==> src/rtl/hba_timer.sv <==
// hba_timer: memory-mapped down-counting timer slave on the HBA bus.
//
// Ports:
//   hba_clk            sole clock, all logic on the rising edge
//   hba_reset          asynchronous active-low reset
//   hba_rnw            1 = read, 0 = write
//   hba_select         transfer in progress
//   hba_abus           {slot, register} address
//   hba_dbus           write data
//   hba_dbus_slave     read data, zero outside the ack cycle
//   hba_xferack_slave  one-cycle transfer acknowledge
//   slave_interrupt    level interrupt, EXP & IE (registered)
//
// Register map: 0 CTRL {IE,AUTO,EN}, 1 PRESCALE, 2 RELOAD, 3 COUNT (RO),
// 4 STATUS {EXP} (write 1 to clear); every other register reads 0.
module hba_timer #(
  parameter int DBUS_WIDTH        = 8,
  parameter int PERIPH_ADDR_WIDTH = 4,
  parameter int REG_ADDR_WIDTH    = 8,
  parameter int PERIPH_ADDR       = 0
) (
  input  logic                                        hba_clk,
  input  logic                                        hba_reset,
  input  logic                                        hba_rnw,
  input  logic                                        hba_select,
  input  logic [PERIPH_ADDR_WIDTH+REG_ADDR_WIDTH-1:0] hba_abus,
  input  logic [DBUS_WIDTH-1:0]                       hba_dbus,
  output logic [DBUS_WIDTH-1:0]                       hba_dbus_slave,
  output logic                                        hba_xferack_slave,
  output logic                                        slave_interrupt
);

  localparam logic [1:0] ST_IDLE = 2'd0;
  localparam logic [1:0] ST_ACK  = 2'd1;
  localparam logic [1:0] ST_HOLD = 2'd2;

  localparam logic [REG_ADDR_WIDTH-1:0] REG_CTRL     = REG_ADDR_WIDTH'(0);
  localparam logic [REG_ADDR_WIDTH-1:0] REG_PRESCALE = REG_ADDR_WIDTH'(1);
  localparam logic [REG_ADDR_WIDTH-1:0] REG_RELOAD   = REG_ADDR_WIDTH'(2);
  localparam logic [REG_ADDR_WIDTH-1:0] REG_COUNT    = REG_ADDR_WIDTH'(3);
  localparam logic [REG_ADDR_WIDTH-1:0] REG_STATUS   = REG_ADDR_WIDTH'(4);

  logic [PERIPH_ADDR_WIDTH-1:0] slot;
  logic [REG_ADDR_WIDTH-1:0]    reg_addr;
  logic [7:0]                   wdata;

  assign slot     = hba_abus[PERIPH_ADDR_WIDTH+REG_ADDR_WIDTH-1:REG_ADDR_WIDTH];
  assign reg_addr = hba_abus[REG_ADDR_WIDTH-1:0];
  assign wdata    = 8'(hba_dbus);

  logic [1:0]                state_q, state_d;
  logic                      rnw_q, rnw_d;
  logic [REG_ADDR_WIDTH-1:0] raddr_q, raddr_d;
  logic                      en_q, en_d;
  logic                      auto_q, auto_d;
  logic                      ie_q, ie_d;
  logic [7:0]                prescale_q, prescale_d;
  logic [7:0]                reload_q, reload_d;
  logic [7:0]                count_q, count_d;
  logic [7:0]                pre_q, pre_d;
  logic                      exp_q, exp_d;
  logic                      irq_q, irq_d;

  logic accept;
  logic wr;
  logic tick;
  logic expire;
  logic [7:0] rdata;

  always_comb begin
    state_d    = state_q;
    rnw_d      = rnw_q;
    raddr_d    = raddr_q;
    en_d       = en_q;
    auto_d     = auto_q;
    ie_d       = ie_q;
    prescale_d = prescale_q;
    reload_d   = reload_q;
    count_d    = count_q;
    pre_d      = pre_q;
    exp_d      = exp_q;

    accept = (state_q == ST_IDLE) && hba_select &&
             (slot == PERIPH_ADDR_WIDTH'(PERIPH_ADDR));
    wr     = accept && !hba_rnw;

    case (state_q)
      ST_IDLE: begin
        if (accept) begin
          state_d = ST_ACK;
          rnw_d   = hba_rnw;
          raddr_d = reg_addr;
        end
      end
      ST_ACK:  state_d = ST_HOLD;
      ST_HOLD: if (!hba_select) state_d = ST_IDLE;
      default: state_d = ST_IDLE;
    endcase

    // Timer update first; bus writes below override it where they collide.
    tick   = en_q && (pre_q == prescale_q);
    expire = tick && (count_q == 8'd0);
    if (en_q) pre_d = tick ? 8'd0 : pre_q + 8'd1;
    if (tick) begin
      if (count_q != 8'd0) begin
        count_d = count_q - 8'd1;
      end else begin
        exp_d = 1'b1;
        if (auto_q) count_d = reload_q;
        else        en_d    = 1'b0;
      end
    end

    if (wr) begin
      case (reg_addr)
        REG_CTRL: begin
          en_d   = wdata[0];
          auto_d = wdata[1];
          ie_d   = wdata[2];
          if (!en_q && wdata[0]) begin
            count_d = reload_q;
            pre_d   = 8'd0;
          end
        end
        REG_PRESCALE: prescale_d = wdata;
        REG_RELOAD:   reload_d   = wdata;
        // An expiry in the same cycle keeps EXP set.
        REG_STATUS:   if (wdata[0] && !expire) exp_d = 1'b0;
        default: ;
      endcase
    end

    irq_d = exp_d & ie_d;
  end

  always_comb begin
    rdata = 8'd0;
    case (raddr_q)
      REG_CTRL:     rdata = {5'd0, ie_q, auto_q, en_q};
      REG_PRESCALE: rdata = prescale_q;
      REG_RELOAD:   rdata = reload_q;
      REG_COUNT:    rdata = count_q;
      REG_STATUS:   rdata = {7'd0, exp_q};
      default:      rdata = 8'd0;
    endcase
  end

  always_ff @(posedge hba_clk or negedge hba_reset) begin
    if (!hba_reset) begin
      state_q    <= ST_IDLE;
      rnw_q      <= 1'b0;
      raddr_q    <= '0;
      en_q       <= 1'b0;
      auto_q     <= 1'b0;
      ie_q       <= 1'b0;
      prescale_q <= '0;
      reload_q   <= '0;
      count_q    <= '0;
      pre_q      <= '0;
      exp_q      <= 1'b0;
      irq_q      <= 1'b0;
    end else begin
      state_q    <= state_d;
      rnw_q      <= rnw_d;
      raddr_q    <= raddr_d;
      en_q       <= en_d;
      auto_q     <= auto_d;
      ie_q       <= ie_d;
      prescale_q <= prescale_d;
      reload_q   <= reload_d;
      count_q    <= count_d;
      pre_q      <= pre_d;
      exp_q      <= exp_d;
      irq_q      <= irq_d;
    end
  end

  assign hba_xferack_slave = (state_q == ST_ACK);
  assign hba_dbus_slave    = (state_q == ST_ACK && rnw_q) ? DBUS_WIDTH'(rdata) : '0;
  assign slave_interrupt   = irq_q;

endmodule

==> config.mk <==
export PLATFORM = sky130hd
export DESIGN_NAME = hba_timer
export DESIGN_NICKNAME = d
export VERILOG_FILES = /design/src/rtl/hba_timer.sv
export SDC_FILE = /design/constraint.sdc
export NUM_CORES = 1
export LEC_CHECK = 0
export ABC_AREA = 1
export BUFFER_PORTS_ARGS = -buffer_cell sky130_fd_sc_hd__buf_2
export CORE_ASPECT_RATIO = 1.25
export CORE_MARGIN = 2
export CORE_UTILIZATION = 30
export DETAILED_ROUTE_END_ITERATION = 10
export GPL_TIMING_DRIVEN = 0
export HOLD_SLACK_MARGIN = 0.05
export PLACE_DENSITY = 0.58
export RECOVER_POWER = 100
export SETUP_SLACK_MARGIN = 0.4
export SLEW_MARGIN = 20
export SYNTH_ARGS = -nofsm -noshare
export SYNTH_HDL_FRONTEND = slang
export SYNTH_SLANG_ARGS = --single-unit
export TNS_END_PERCENT = 100
==> constraint.sdc <==
create_clock -name hba_clk -period 1.9 [get_ports hba_clk]
set_clock_uncertainty 0.05 [all_clocks]
set_input_delay 0.38 -clock hba_clk [delete_from_list [all_inputs] [get_ports hba_clk]]
set_output_delay 0.38 -clock hba_clk [all_outputs]
set_load 0.03 [all_outputs]
==> flow_summary.json <==
{
  "status": "finished with violations",
  "failed_checks": "setup timing",
  "drc": 0,
  "globalplace.congestion": 0.9164,
  "routed_wl_um": 10580,
  "syn-instance-count": 463,
  "final_cell_mix": "nand2_1 (90), inv_1 (55), dfrtp_1 (39), nor2_1 (33), nand2_2 (28)",
  "postCtsHoldBufs": 0,
  "ys_ff_latch": 48,
  "clockBufferDepth": 2,
  "max_freq_ghz": 0.4415,
  "crit_top_cell": "buf_6",
  "critPathMaxFanout": 7,
  "grt_max_degree": 30,
  "max_slew_margin_pct": 36.72,
  "use_met2_pct": 31.47,
  "rrSetupSlack_ns": -0.01,
  "core-area_mm2": 0.01051,
  "end_kind": "output pin",
  "grt_pass1_vias": 3303,
  "worstMarginPinSlew_ns": 0.9476,
  "path_buf_inv": 4,
  "worst_slack_ns": -0.3652,
  "vias_per_cell": 5.087,
  "layout_worst_path_cycle_share_pct": 119.2,
  "rsz0062_at_grt": "true",
  "vdd_drop_max_mv": 0.7662,
  "cts_tree": "built",
  "slew_violations": 0,
  "worst-r2r-cell-count": 9,
  "clk_latency_ns": 0.30,
  "p_leak_nw": 2.303,
  "area_growth_pct": 49.34,
  "avgSynthCellArea_um2": 6.923,
  "post-route-min-period_ns": 2.265,
  "die_area_mm2": 0.01153,
  "worst_path_max_delay_cell": "dfrtp_1",
  "cp_slowest_stage_delay_ns": 0.40,
  "die_w_um": 96.46,
  "cp_cell_sequence": "inv_2 -> nand2_2 -> nor3_4 -> buf_6 -> buf_8 -> nand3_1 -> nand2_1 -> a21oi_2 -> a21oi_4 -> buf_6",
  "layout-drive-gt1-share_pct": 44.51,
  "max-cap-violations": 0,
  "cp.depth": 10,
  "cpLargestDelayFamily": "buffers and inverters",
  "ctsRootBufferMaster": "clkbuf_16",
  "cts.clk_slew.worst_paths_ns": 0.07,
  "routedWlPerCell_um": 15.60,
  "drt_iter0_drc": 192,
  "tritoncts.num_buffers": 5,
  "grt-ovfl-total": 0,
  "final_nets": 572,
  "met3_usage_pct": 2.072,
  "port_buffers": 33,
  "fin_total_pwr_mw": 4.655,
  "crit_type": "reg -> out",
  "start_util_pct": 30.50,
  "grt_pass1_wl_um": 15640,
  "num_rows": 42,
  "crit_required_ns": 1.47,
  "cts_sinks": 48,
  "use_met1_pct": 19.70,
  "setup_viol": 11,
  "synth.distinct_cells": 30,
  "drtPass1Iterations": 4,
  "r2r-end": "count_q[4]",
  "start_kind": "flop",
  "grt.busiest_layer": "met2",
  "vias": 3449,
  "mappedNetlistArea_mm2": 0.003206,
  "n_antenna_cell": 0,
  "finalHoldViolations": 0,
  "htree_levels": 2,
  "layout_commonest_cell": "nand2_1",
  "grt_usage_pct": 17.65,
  "antenna_found_initial": 0,
  "place_area_mm2": 0.003612,
  "chipHeight_um": 119.6,
  "critPathArrivalTime_ns": 1.84,
  "ant_nets": 0,
  "powerDensity_mw_per_mm2": 972.5,
  "dpl.hpwl_um": 7082,
  "stdcell_area_mm2": 0.004787,
  "hold_class": "in -> async",
  "syn_nets": 490,
  "rr_startpoint": "state_q[0]",
  "seq_area_frac_synth_pct": 37.47,
  "yosysWarnings": 0,
  "io-pin-count": 34
}
[stage by stage]
| step | setup WS [ns] | setup TNS [ns] | hold slack (ns) | utilization (%) | instances |
|---|---|---|---|---|---|
| final | -0.3652 | -2.817 | 0.08091 | 45.55 | 678 |
| after global routing | -0.4650 | -4.946 | 0.1384 | 45.55 | 678 |
| after CTS | -0.3682 | -2.858 | 0.09941 | 40.51 | 659 |
| after detailed placement | -0.2729 | -1.723 | 0.4203 | 34.37 | 629 |
| after global placement | -0.2685 | -1.692 | 0.4267 | 34.11 | 628 |
| after floorplan | 0.1143 | 0 | 0.03441 | - | 463 |
[worst max path at each step]
stage	endpoint	slack, ns	startpoint
after global placement	hba_dbus_slave[3]	-0.27	raddr_q[0]
after CTS	hba_dbus_slave[3]	-0.37	raddr_q[4]
after global routing	hba_dbus_slave[1]	-0.47	raddr_q[4]
final	hba_dbus_slave[1]	-0.37	raddr_q[4]
after detailed placement	hba_dbus_slave[3]	-0.27	raddr_q[4]
after floorplan	hba_dbus_slave[3]	0.11	raddr_q[4]
[cell families (layout without fill, tap and decap cells)]
group,count (synthesis),count (layout),synth area share (%)
adders and majority gates,3,3,1.171
AOI/OAI and AO/OA,56,56,9.055
xor gates and xnor gates,9,9,2.459
DFF,48,48,37.47
and+or+nand+nor,263,264,39.54
buffers and inverters,84,166,10.30
[registers in the layout, indices dropped and copies added, names as in the netlist]
| name | count |
|---|---|
| count_q | 8 |
| pre_q | 8 |
| prescale_q | 8 |
| raddr_q | 8 |
| reload_q | 8 |
| state_q | 2 |
| auto_q | 1 |
| en_q | 1 |
| exp_q | 1 |
| ie_q | 1 |
| rnw_q | 1 |
| slave_interrupt | 1 |
[layer usage]
metal	vias up	part of all wire (%)	wire [um]
met5	-	0	0
met4	0	6.9	732
met3	46	4.1	429
met2	124	53	5603
met1	1647	36	3812
li1	1632	-	-
[area by class of cell]
type,count,area (um2)
Inverter,77,299.0
Multi-Input combinational cell,332,2230
Timing Repair Buffer,74,624.3
Clock inverter,3,68.82
Sequential cell,48,1212
Tap cell,132,165.2
Fill cell,1037,5723
Buffer,7,62.56
Clock buffer,5,125.1
[synthesized netlist by cell type]
cell      number  share of area, %
o21ai_1       11               1.7
dfrtp_1       48                37
nor3_1         5              0.78
nand2_1      126                15
o21ai_2        2              0.55
nand3b_1       2              0.47
nor3_2         4               1.2
nand2_4        3               1.1
nor3_4         3               1.5
nand4_1       14               2.7
nor2_1        54               6.3
nor4_1         1              0.20
xnor2_1        1              0.27
nor2_2         7               1.4
nand4_4        2               1.3
buf_6          1              0.35
nand3_2        2              0.62
ha_1           3               1.2
buf_4          1              0.23
nand3_1       33               5.2
o21ai_0       31               4.8
o21bai_1       1              0.23
inv_1         70               8.2
inv_2          7              0.82
xor2_1         8               2.2
nand2_2        3              0.59
a21oi_1       11               1.7
buf_2          3              0.47
nor2_4         4               1.4
clkbuf_1       2              0.23
[report_power, final]
part	total [mW]	switching [mW]	internal [mW]
registers	1.46	0.237	1.22
logic	2.01	1.17	0.837
clock network	1.18	0.424	0.760
[repair_timing]
item,CTS,global route
gates resized for setup,86,137
buffers inserted,22,15
gates cloned,0,4
pin swaps,23,46
endpoints found under the setup margin,44,46
hold endpoints to repair,0,0
(Power assumes the default switching activity.)
